$ cat config.mk
export PLATFORM = sky130hd
export DESIGN_NAME = fpu_sched_flat
export DESIGN_NICKNAME = d
export VERILOG_FILES = /design/src/rtl/fpu_sched_if.sv /design/src/rtl/fpu_sched.sv /design/src/flat_wrapper.sv
export SDC_FILE = /design/constraint.sdc
export NUM_CORES = 1
export LEC_CHECK = 0
export CAP_MARGIN = 20
export CELL_PAD_IN_SITES_DETAIL_PLACEMENT = 1
export CELL_PAD_IN_SITES_GLOBAL_PLACEMENT = 1
export CORE_MARGIN = 2
export CORE_UTILIZATION = 45
export CTS_BUF_LIST = sky130_fd_sc_hd__clkbuf_16
export CTS_CLUSTER_SIZE = 12
export DETAILED_ROUTE_END_ITERATION = 16
export DONT_BUFFER_PORTS = 1
export PLACE_DENSITY = 0.75
export SLEW_MARGIN = 25
export SYNTH_ARGS = -nofsm -noshare
export SYNTH_HDL_FRONTEND = slang
export SYNTH_SLANG_ARGS = --single-unit
$ cat constraint.sdc
create_clock -name clk -period 2.7 [get_ports clk]
set_input_delay 0.27 -clock clk [delete_from_list [all_inputs] [get_ports clk]]
set_output_delay 0.27 -clock clk [all_outputs]
set_load 0.05 [all_outputs]
$ cat src/rtl/fpu_sched_if.sv
// Exec-stage <-> FPU scheduler signal bundle.
// The slave modport is the scheduler side; the master modport is the pipeline/FPU side.
interface fpu_sched_if;
  logic        issue_valid;
  logic [4:0]  fpu_op;
  logic        flush;
  logic        fpu_done;
  logic [31:0] fpu_result;
  logic        fpu_start;
  logic [4:0]  fpu_op_q;
  logic        stall_e;
  logic        result_valid;
  logic [31:0] result_q;
  logic        busy;
  logic        err;

  modport slave (
    input  issue_valid, fpu_op, flush, fpu_done, fpu_result,
    output fpu_start, fpu_op_q, stall_e, result_valid, result_q, busy, err
  );

  modport master (
    output issue_valid, fpu_op, flush, fpu_done, fpu_result,
    input  fpu_start, fpu_op_q, stall_e, result_valid, result_q, busy, err
  );
endinterface

$ cat src/rtl/fpu_sched.sv
// Multi-cycle FPU issue scheduler: launches ops, stalls the pipeline for fixed or
// variable latency, captures the result and handles flush/timeout/abort.
module fpu_sched #(
  parameter int unsigned LAT_ADD = 2,
  parameter int unsigned LAT_MUL = 2,
  parameter int unsigned TIMEOUT = 63
) (
  input logic         clk,
  input logic         rst,
  fpu_sched_if.slave  bus
);

  typedef enum logic [2:0] {
    IDLE      = 3'd0,
    COUNT     = 3'd1,
    WAIT_DONE = 3'd2,
    DONE      = 3'd3,
    ABORT     = 3'd4
  } state_t;

  localparam logic [7:0] LAT_ADD_C = 8'(LAT_ADD);
  localparam logic [7:0] LAT_MUL_C = 8'(LAT_MUL);
  localparam logic [7:0] TIMEOUT_C = 8'(TIMEOUT);

  state_t      r_state, w_next;
  logic [7:0]  r_cnt, w_cnt_next, w_cnt_inc;
  logic [4:0]  r_op_q;
  logic [31:0] r_result;
  logic        r_err;

  logic [1:0]  w_cls;
  logic        w_accept, w_timeout;
  logic        w_start, w_stall, w_rv;
  logic        w_capture, w_set_err;
  logic [31:0] w_capture_val;

  assign w_cls     = bus.fpu_op[4:3];
  assign w_accept  = (r_state == IDLE) && bus.issue_valid && !bus.flush && (w_cls != 2'b00);
  assign w_timeout = (r_cnt == TIMEOUT_C);
  // Counter saturates instead of wrapping so a stuck unit cannot alias a small count.
  assign w_cnt_inc = (r_cnt == 8'hFF) ? r_cnt : r_cnt + 8'd1;

  always_comb begin
    w_next        = r_state;
    w_cnt_next    = r_cnt;
    w_start       = 1'b0;
    w_stall       = 1'b0;
    w_rv          = 1'b0;
    w_capture     = 1'b0;
    w_capture_val = bus.fpu_result;
    w_set_err     = 1'b0;
    case (r_state)
      IDLE: begin
        if (w_accept) begin
          w_start = 1'b1;
          w_stall = 1'b1;
          if (w_cls == 2'b11) begin
            w_next     = WAIT_DONE;
            w_cnt_next = '0;
          end else begin
            w_next     = COUNT;
            w_cnt_next = (w_cls == 2'b01) ? LAT_ADD_C : LAT_MUL_C;
          end
        end
      end
      COUNT: begin
        if (bus.flush) begin
          w_next = IDLE;
        end else begin
          w_stall    = 1'b1;
          w_cnt_next = (r_cnt != '0) ? r_cnt - 8'd1 : r_cnt;
          if (r_cnt <= 8'd1) begin
            w_capture = 1'b1;
            w_next    = DONE;
          end
        end
      end
      WAIT_DONE: begin
        w_cnt_next = w_cnt_inc;
        if (bus.flush) begin
          w_next = ABORT;
        end else begin
          w_stall = 1'b1;
          // fpu_done takes priority over a coincident timeout.
          if (bus.fpu_done) begin
            w_capture = 1'b1;
            w_next    = DONE;
          end else if (w_timeout) begin
            w_capture     = 1'b1;
            w_capture_val = '0;
            w_set_err     = 1'b1;
            w_next        = DONE;
          end
        end
      end
      DONE: begin
        w_rv   = !bus.flush;
        w_next = IDLE;
      end
      ABORT: begin
        w_cnt_next = w_cnt_inc;
        w_stall    = bus.issue_valid && (w_cls != 2'b00);
        if (bus.fpu_done || w_timeout) w_next = IDLE;
      end
      default: w_next = IDLE;
    endcase
  end

  always_ff @(posedge clk) begin
    if (rst) begin
      r_state  <= IDLE;
      r_cnt    <= '0;
      r_op_q   <= '0;
      r_result <= '0;
      r_err    <= 1'b0;
    end else begin
      r_state <= w_next;
      r_cnt   <= w_cnt_next;
      if (w_start)   r_op_q   <= bus.fpu_op;
      if (w_capture) r_result <= w_capture_val;
      if (w_set_err) r_err    <= 1'b1;
    end
  end

  assign bus.fpu_start    = w_start && !rst;
  assign bus.stall_e      = w_stall && !rst;
  assign bus.result_valid = w_rv && !rst;
  assign bus.fpu_op_q     = r_op_q;
  assign bus.result_q     = r_result;
  assign bus.busy         = (r_state != IDLE);
  assign bus.err          = r_err;

endmodule

$ cat src/flat_wrapper.sv
// flat-port wrapper written by rule: the top's interface ports become plain ports
module fpu_sched_flat 
#(
  parameter int unsigned LAT_ADD = 2,
  parameter int unsigned LAT_MUL = 2,
  parameter int unsigned TIMEOUT = 63
)
  (clk, rst, bus_issue_valid, bus_fpu_op, bus_flush, bus_fpu_done, bus_fpu_result, bus_fpu_start, bus_fpu_op_q, bus_stall_e, bus_result_valid, bus_result_q, bus_busy, bus_err);
  fpu_sched_if bus_i ();
  input logic clk;
  input logic rst;
  input wire logic [$bits(bus_i.issue_valid)-1:0] bus_issue_valid;
  input wire logic [$bits(bus_i.fpu_op)-1:0] bus_fpu_op;
  input wire logic [$bits(bus_i.flush)-1:0] bus_flush;
  input wire logic [$bits(bus_i.fpu_done)-1:0] bus_fpu_done;
  input wire logic [$bits(bus_i.fpu_result)-1:0] bus_fpu_result;
  output wire logic [$bits(bus_i.fpu_start)-1:0] bus_fpu_start;
  output wire logic [$bits(bus_i.fpu_op_q)-1:0] bus_fpu_op_q;
  output wire logic [$bits(bus_i.stall_e)-1:0] bus_stall_e;
  output wire logic [$bits(bus_i.result_valid)-1:0] bus_result_valid;
  output wire logic [$bits(bus_i.result_q)-1:0] bus_result_q;
  output wire logic [$bits(bus_i.busy)-1:0] bus_busy;
  output wire logic [$bits(bus_i.err)-1:0] bus_err;
  assign bus_i.issue_valid = bus_issue_valid;
  assign bus_i.fpu_op = bus_fpu_op;
  assign bus_i.flush = bus_flush;
  assign bus_i.fpu_done = bus_fpu_done;
  assign bus_i.fpu_result = bus_fpu_result;
  assign bus_fpu_start = bus_i.fpu_start;
  assign bus_fpu_op_q = bus_i.fpu_op_q;
  assign bus_stall_e = bus_i.stall_e;
  assign bus_result_valid = bus_i.result_valid;
  assign bus_result_q = bus_i.result_q;
  assign bus_busy = bus_i.busy;
  assign bus_err = bus_i.err;
  fpu_sched #(.LAT_ADD(LAT_ADD), .LAT_MUL(LAT_MUL), .TIMEOUT(TIMEOUT)) u_core (.clk(clk), .rst(rst), .bus(bus_i));
endmodule
Word-level counts from Yosys, hierarchy flattened
Cells that the tools add are included.
Widths: inputs -> output; s select.
{"block": "op_classes", "n_eq_ne": 14, "add_sub_neg": 2, "reduce_logical": 19, "div_mod_pow": 0, "n_mul": 0, "muxes": 33, "bitwise": 0, "n_lt_le_gt_ge": 1, "shift": 0}
{"operator": "$mux 32", "count": 4}
{"operator": "$mux 8", "count": 4}
{"operator": "$pmux 8 s3", "count": 1}
{"operator": "$mux 3", "count": 7}
{"operator": "$mux 1", "count": 12}
{"operator": "$pmux 3 s4", "count": 1}
{"operator": "$add 8x1->8 const B", "count": 1}
{"operator": "$eq 8x6->1 const B", "count": 1}
{"operator": "$eq 8x8->1 const B", "count": 1}
{"operator": "$le 8x1->1 const B", "count": 1}
{"operator": "$reduce_bool 8->1", "count": 1}
{"operator": "$sub 8x1->8 const B", "count": 1}
{"operator": "$logic_and 1x1->1", "count": 7}
{"operator": "$eq 3x2->1 const B", "count": 2}
{"operator": "$ne 2x1->1 const B", "count": 3}
{"operator": "$reduce_bool 3->1", "count": 2}
{"operator": "$reduce_and 5->1", "count": 1}
{"operator": "$mux 2", "count": 2}
{"operator": "$ne 2x2->1 const B", "count": 2}
{"operator": "$ne 4x3->1 const B", "count": 1}
{"operator": "$reduce_and 4->1", "count": 1}
{"operator": "$reduce_or 2->1", "count": 2}
{"operator": "$eq 3x1->1 const B", "count": 1}
{"operator": "$eq 3x3->1 const B", "count": 1}
{"operator": "8 further kinds", "count": 9}
{"block": "word_totals", "n_memories": 0, "out_inout_bits": 42, "elab_cells": 74, "ram_bits": 0, "rom_bits": 0, "inputBits": 42, "regBits": 49, "latch_bits": 0}

Longest topological paths before layout
Gate-level depths: netlist (run 1).
{"block": "logic_depth", "depth_word": 7, "depth_mapped": 7, "depth_no_buf": 6}

Least setup slack after synthesis (run 1)
OpenSTA, ideal clock, no wires.
{"block": "synth_timing", "kind": "flip-flop to output port", "from": "reg u_core.r_state[1]", "to": "out bus_result_valid", "required_time_ns": 2.430, "t_arrival_ns": 2.010, "stages_incl_launch_ff": 3, "path_buffers": 0, "slack_ns": 0.420, "path_cell_list": "dfxtp_1 -> or3b_1 -> nor3b_1"}
{"block": "synth_between", "elab_chain_len": 3}
{"item": "start: declaration", "line_no": "fpu_sched.sv:25", "text": "state_t r_state, w_next;"}
{"item": "start signal: assignment", "line_no": "fpu_sched.sv:117", "text": "r_state <= w_next;"}
{"item": "$eq 3x2->1", "line_no": "fpu_sched.sv:52", "text": "case (r_state)"}
{"item": "$mux 1", "line_no": "fpu_sched.sv:52"}
{"item": "$logic_and 1x1->1", "line_no": "fpu_sched.sv:127", "text": "assign bus.result_valid = w_rv && !rst;"}
{"item": "end: declaration", "line_no": "flat_wrapper.sv:20", "text": "output wire logic [$bits(bus_i.result_valid)-1:0] bus_result_valid;"}
No other way between the ends.

Worst setup path in the final report (run 1)
{"block": "layout_timing", "from": "reg u_core.r_state[0]", "to": "out bus_stall_e"}
{"block": "layout_between", "elab_chain_len": 7, "elab_cells_between_ends": 11, "classes_between": "eq/ne (3); mux (2); reduce/logical (6)"}
{"item": "$logic_not 3->1", "line_no": "fpu_sched.sv:38, fpu_sched.sv:52"}
{"item": "$logic_and 1x1->1 (3 in a row)", "line_no": "fpu_sched.sv:38", "text": "assign w_accept = (r_state == IDLE) && bus.issue_valid && !bus.flush && (w_cls != 2'b00);"}
{"item": "$mux 1", "line_no": "fpu_sched.sv:54", "text": "if (w_accept) begin"}
{"item": "$pmux 1 s3 *", "line_no": "fpu_sched.sv:52"}
{"item": "$logic_and 1x1->1 *", "line_no": "fpu_sched.sv:126", "text": "assign bus.stall_e = w_stall && !rst;"}
{"item": "end: declaration", "line_no": "flat_wrapper.sv:19", "text": "output wire logic [$bits(bus_i.stall_e)-1:0] bus_stall_e;"}
Mark *: on every way between the ends. The rest lies on a longest branch, timed or not.

==> load_flow_metrics.sql, run 1 <==
INSERT INTO impl_metrics (metric_group, metric, value, unit) VALUES
('status', 'outcome', 'complete, no violations', ''),
('final_layout', 'final_core_utilization', '51.4', '%'),
('place', 'place.port_buffers', '0', ''),
('die', 'design.die.area', '6110', 'um^2'),
('logic_synthesis', 'synth_largest_area_cell', 'dfxtp_1', ''),
('sta', 'final_hold_viol_count', '0', ''),
('run', 'drv_cap', '0', ''),
('logic_synthesis', 'synth_flop_cell', 'dfxtp_1', ''),
('place', 'placed_cell_areas', '2530', 'um^2'),
('final_layout', 'areaGrowthSynthToFinish', '8.24', '%'),
('pwr', 'p_int', '1.27', 'mW'),
('final_layout', 'drive_gt1_share', '10.4', '%'),
('sta', 'setup-tns-final', '0', 'ns'),
('clock_network', 'numClockSinks', '49', ''),
('logic_synthesis', 'number_of_flops_mapped_to_enable_cells_by_yosys', '0', ''),
('logic_synthesis', 'synth-seq-cells', '49', ''),
('die', 'io-pin-count', '84', ''),
('logic_synthesis', 'synth.top_cells.by_area', 'dfxtp_1 (40%), nand3_1 (7.9%), nand2_1 (7.4%), o21ai_1 (6.1%), a21oi_1 (3.2%)', ''),
('pwr', 'power_per_cell_area', '732', 'nW/um^2'),
('critical_path', 'setup.worst_path.end_class', 'output pin', ''),
('clock_network', 'root_buffer', 'clkbuf_16', ''),
('clock_network', 'max-clock-path-buffers', '2', ''),
('sta', 'maxSlewViolCount', '0', ''),
('sta', 'timing.fmax', '0.406', 'GHz'),
('detailed_routing', 'vias_per_cell', '5.92', ''),
('pwr', 'overall_power_after_layout', '1.96', 'mW'),
('critical_path', 'worst-r2r-setup-slack', '0.47', 'ns'),
('pwr', 'switching_power', '692', 'uW'),
('clock_network', 'postCtsResizedCells', '0', ''),
('final_layout', 'antenna_cells', '0', ''),
('critical_path', 'timing.critical_path.max_delay_family', 'flip-flops', ''),
('global_routing', 'first_global_vias', '2204', ''),
('global_routing', 'grt_first_pass_wirelength', '10.6', 'mm'),
('sta', 'hold_ws', '0.0465', 'ns'),
('sta', 'fin_ws', '0.240', 'ns'),
('final_layout', 'nNetsFinal', '343', ''),
('pwr', 'p_seq_share', '48.1', '%'),
('clock_network', 'buffers_inserted_during_post_cts_setup_optimization', '0', ''),
('critical_path', 'cpMaxStageDelayCell', 'dfxtp_1', ''),
('critical_path', 'critical_path_cell_sequence', 'or3b_2 > o21ai_0 > nand2b_1 > a21oi_1 > buf_4', ''),
('die', 'die_extent_in_x', '78.1', 'um'),
('die', 'start_util', '47.5', '%'),
('sta', 'setup-violations-final', '0', ''),
('sta', 'worst_pin_slew', '0.642', 'ns'),
('final_layout', 'multi_input_comb_area', '1370', 'um^2'),
('critical_path', 'critical_path.startpoint_type', 'register', ''),
('place', 'post_placement_setup_slack', '0.488', 'ns'),
('final_layout', 'layout.cells.non_filler', '368', ''),
('critical_path', 'critPathRequiredTime', '2.43', 'ns'),
('detailed_routing', 'detail_route.drc_violations', '0', ''),
('detailed_routing', 'routedWlPerCell', '17.0', 'um'),
('logic_synthesis', 'synthCells', '306', ''),
('clock_network', 'clock_tree.htree_level_count', '2', ''),
('min_path', 'holdCritPathClass', 'in -> reg', ''),
('die', 'floorplan.die.height', '78.1', 'um'),
('global_routing', 'grt_use_total', '21.3', '%'),
('pwr', 'leakagePower', '0.916', 'nW'),
('clock_network', 'cts_buf_count', '5', ''),
('detailed_routing', 'finalWirelength', '6.26', 'mm'),
('critical_path', 'criticalPathCategory', 'reg -> out', ''),
('pwr', 'ir_drop', '0.378', 'mV'),
('detailed_routing', 'drt_iter0_markers', '140', ''),
('critical_path', 'critPathArrivalTime', '2.19', 'ns'),
('pwr', 'logic_pwr_share', '19.5', '%'),
('final_layout', 'seq_area', '981', 'um^2'),
('pwr', 'clkPwrFrac', '32.4', '%'),
('place', 'gpl.final_weighted_congestion', '0.761', ''),
('place', 'placed_cells_incl_taps', '360', ''),
('pwr', 'power.share.switching', '35.3', '%'),
('critical_path', 'cp.buffers_inverters', '1', ''),
('sta', 'slew_headroom', '57.0', '%');
==> area by class of cell <==
class / instances / share of cell area, %
Multi-Input combinational cell: 229 / 51.2
Sequential cell: 49 / 36.6
Clock buffer: 5 / 4.67
Tap cell: 70 / 3.27
Timing Repair Buffer: 8 / 2.71
Clock inverter: 3 / 0.981
Inverter: 4 / 0.561
==> path summary, 6_finish.rpt <==
path / startpoint / to / cells after the start
worst max-delay path: u_core.r_state[0] / bus_stall_e / 5
worst min-delay path: rst / u_core.r_cnt[7] / 1
worst max register to register: u_core.r_state[0] / u_core.r_cnt[4] / 5
worst min register to register: u_core.r_cnt[6] / u_core.r_cnt[6] / 1
==> cells in the final DEF, fill, tap and decap left out, types with 3 or more instances in the layout <==
master      n
a21oi_1    16
a311oi_2    4
and3_1      3
buf_4       7
clkbuf_16   5
dfxtp_1    49
ha_1        4
inv_1       3
mux2i_1     4
nand2_1    49
nand2b_1    5
nand3_1    39
nor2_1     18
nor3_1      5
o21ai_0     7
o21ai_1    30
o22ai_1     3
xnor2_1     3
==> state kept, by name (all words and copies together), names as in the netlist <==
register,cells
u_core.r_cnt,8
u_core.bus.err,1
u_core.bus.fpu_op_q,5
u_core.bus.result_q,32
u_core.r_state,3
==> cells by family after synthesis <==
kind of cell	share of synthesized area (%)
compound gates	23.4
xor+xnor	1.06
flops	39.7
buf+inv	5.41
simple gates	26.4
mux	1.62
fa+ha+maj	2.43
==> per-layer routing <==
metal,vias up,share of wire [%],track usage [%]
li1,1077,-,-
met1,1046,47,27.8
met2,54,47,34.2
met3,2,6.0,7.13
met4,0,0.43,4.74
met5,-,0,0
==> power by group through the flow <==
stage	logic, mW	registers (mW)	clock network (mW)
after floorplan	0.343	0.924	0
after global placement	0.372	0.958	0
after detailed placement	0.385	0.959	0
after CTS	0.386	0.943	0.652
after global routing	0.427	0.950	0.689
final	0.382	0.942	0.636
==> worst reg2reg max path, stage by stage, from the launching register on <==
cell,delay (ns)
dfxtp_1,0.72
or4b_4,0.58
a31oi_2,0.20
o32a_4,0.30
nand2_1,0.07
a32o_1,0.25
No activity file was read; power rests on OpenSTA's default activity.
==> run 2: changes to the inputs <==
--- a/config.mk
+++ b/config.mk
@@ -8,13 +8,16 @@
 export CAP_MARGIN = 20
 export CELL_PAD_IN_SITES_DETAIL_PLACEMENT = 1
 export CELL_PAD_IN_SITES_GLOBAL_PLACEMENT = 1
+export CORE_ASPECT_RATIO = 1.2
 export CORE_MARGIN = 2
 export CORE_UTILIZATION = 45
 export CTS_BUF_LIST = sky130_fd_sc_hd__clkbuf_16
 export CTS_CLUSTER_SIZE = 12
 export DETAILED_ROUTE_END_ITERATION = 16
 export DONT_BUFFER_PORTS = 1
+export GPL_TIMING_DRIVEN = 0
 export PLACE_DENSITY = 0.75
+export REMOVE_ABC_BUFFERS = 1
 export SLEW_MARGIN = 25
 export SYNTH_ARGS = -nofsm -noshare
 export SYNTH_HDL_FRONTEND = slang
==> load_flow_metrics.sql, run 2 (synthesis results as in run 1) <==
INSERT INTO impl_metrics (metric_group, metric, value, unit) VALUES
('sta', 'maxSlewViolCount', '0', ''),
('global_routing', 'overflow', '0', ''),
('detailed_routing', 'wl_met3', '433', 'um'),
('sta', 'setup-tns-final', '0', 'ns'),
('final_layout', 'antenna_cells', '0', ''),
('detailed_routing', 'vias_per_cell', '6.07', ''),
('pwr', 'power_per_cell_area', '754', 'nW/um^2'),
('die', 'std_cell_rows', '29', ''),
('die', 'floorplan.die.height', '85.2', 'um'),
('clock_network', 'cts_hold_buf', '0', ''),
('detailed_routing', 'detailedRoute.firstPassIterationCount', '4', ''),
('critical_path', 'timing.critical_path.fanout_max', '16', ''),
('critical_path', 'critPathArrivalTime', '2.18', 'ns'),
('clock_network', 'postCtsResizedCells', '1', ''),
('sta', 'grt_setup_unrepaired', 'no', ''),
('clock_network', 'buffers_inserted_during_post_cts_setup_optimization', '0', ''),
('clock_network', 'root_buffer', 'clkbuf_16', ''),
('sta', 'setup-violations-final', '0', ''),
('final_layout', 'nNetsFinal', '339', ''),
('sta', 'worst_pin_slew', '0.838', 'ns'),
('final_layout', 'largest_register_ffs', '32', ''),
('critical_path', 'setup.worst_path.end_class', 'output pin', ''),
('global_routing', 'grt_first_pass_wirelength', '10.5', 'mm'),
('place', 'place.port_buffers', '0', ''),
('place', 'hpwlAfterDp', '4.31', 'mm'),
('detailed_routing', 'detail_route.drc_violations', '0', ''),
('detailed_routing', 'finalWirelength', '6.23', 'mm'),
('critical_path', 'criticalPathCategory', 'reg -> out', ''),
('global_routing', 'grt_antenna_before_repair', '0', ''),
('detailed_routing', 'top_layer_used', 'met4', ''),
('detailed_routing', 'drt_iter0_markers', '119', ''),
('status', 'outcome', 'complete, no violations', ''),
('clock_network', 'clock_tree.htree_level_count', '2', ''),
('global_routing', 'pin_count_of_the_biggest_net_entering_global_routing', '37', ''),
('clock_network', 'max-clock-path-buffers', '2', ''),
('place', 'gpl.final_weighted_congestion', '0.778', ''),
('critical_path', 'r2r-start', 'u_core.r_cnt[0]', ''),
('final_layout', 'mostFrequentLayoutCells', 'nand2_1 (49), dfxtp_1 (48), nand3_1 (39), o21ai_1 (30), nor2_1 (17)', ''),
('detailed_routing', 'route.vias.total', '2160', ''),
('critical_path', 'critical_path.startpoint_type', 'register', ''),
('sta', 'skew', '0.00451', 'ns'),
('global_routing', 'first_global_vias', '2192', ''),
('sta', 'timing.fmax', '0.408', 'GHz'),
('min_path', 'hp-start', 'rst', ''),
('sta', 'slew_headroom', '43.9', '%'),
('pwr', 'ir_drop', '0.324', 'mV'),
('run', 'drv_cap', '0', ''),
('detailed_routing', 'met1_length', '2.67', 'mm'),
('sta', 'final_hold_viol_count', '0', ''),
('clock_network', 'cts_buf_count', '5', ''),
('clock_network', 'clock_insertion_delay_worst_skew', '0.29', 'ns'),
('critical_path', 'critPathRequiredTime', '2.43', 'ns'),
('clock_network', 'numClockSinks', '49', ''),
('detailed_routing', 'met2RoutedLength', '3.05', 'mm'),
('clock_network', 'clk_transition_reported_paths', '0.06', 'ns'),
('die', 'die_extent_in_x', '71.7', 'um'),
('detailed_routing', 'ant_nets', '0', ''),
('die', 'design.die.area', '6110', 'um^2'),
('pwr', 'leakagePower', '0.917', 'nW'),
('final_layout', 'final_core_utilization', '50.8', '%'),
('clock_network', 'tritoncts_clock_tree', 'done', ''),
('min_path', 'holdCritPathClass', 'in -> reg', ''),
('final_layout', 'areaGrowthSynthToFinish', '8.80', '%'),
('die', 'start_util', '46.7', '%'),
('sta', 'timing.final.crit_period', '2.45', 'ns'),
('die', 'design.core.area', '5300', 'um^2'),
('global_routing', 'grt_use_total', '21.2', '%'),
('final_layout', 'layout.cells.most_common', 'nand2_1', ''),
('sta', 'timing.final.crit_share', '90.9', '%'),
('detailed_routing', 'routedWlPerCell', '17.5', 'um'),
('critical_path', 'startpoint', 'u_core.r_state[1]', ''),
('die', 'io-pin-count', '84', ''),
('final_layout', 'drive_gt1_share', '10.2', '%');
==> run 2: worst paths after layout <==
| path | endpoint | slack, ns | depth (start not counted) |
|---|---|---|---|
| hold reg to reg | u_core.r_cnt[6] | 0.60 | 1 |
| hold / removal | u_core.r_cnt[1] | 0.04 | 1 |
| setup / recovery | bus_result_valid | 0.25 | 2 |
| setup reg to reg | u_core.bus.result_q[9] | 0.29 | 7 |
==> run 2: final cells by class <==
class / instances / area [um^2]
Sequential cell: 49 / 982
Clock inverter: 3 / 41.3
Tap cell: 62 / 77.6
Inverter: 4 / 15.0
Timing Repair Buffer: 4 / 65.1
Multi-Input combinational cell: 229 / 1390
Fill cell: 636 / 2610
Clock buffer: 5 / 125
==> run 2: critical path, stage by stage, from the launching register on <==
cell and delay (ns):
dfxtp_1 0.65, or3b_1 0.52, nor3b_2 0.72
==> run 2: power breakdown <==
part           leakage [nW]  switching, mW  internal (mW)
clock                0.0775          0.271          0.434
combinational         0.443          0.236          0.147
sequential            0.397          0.172          0.770
total                 0.917          0.679           1.35
==> run 2: layer usage <==
metal | vias up | global-route usage, %
met5 | - | 0
met4 | 0 | 6.69
met3 | 8 | 5.82
met2 | 58 | 36.4
met1 | 1024 | 25.5
li1 | 1070 | -
==> run 2: stage by stage <==
| stage | hold slack [ns] | power (mW) | cell area [um^2] | worst slack, ns | std cells |
|---|---|---|---|---|---|
| finish | 0.0417 | 2.03 | 2690 | 0.247 | 356 |
| global route | 0.0353 | 2.13 | 2690 | 0.0355 | 356 |
| CTS | 0.0396 | 2.05 | 2690 | 0.0712 | 356 |
| detailed placement | 0.341 | 1.34 | 2520 | 0.0867 | 348 |
| global placement | 0.340 | 1.31 | 2430 | -0.879 | 344 |
| floorplan | 0.335 | 1.24 | 2350 | 0.0336 | 282 |
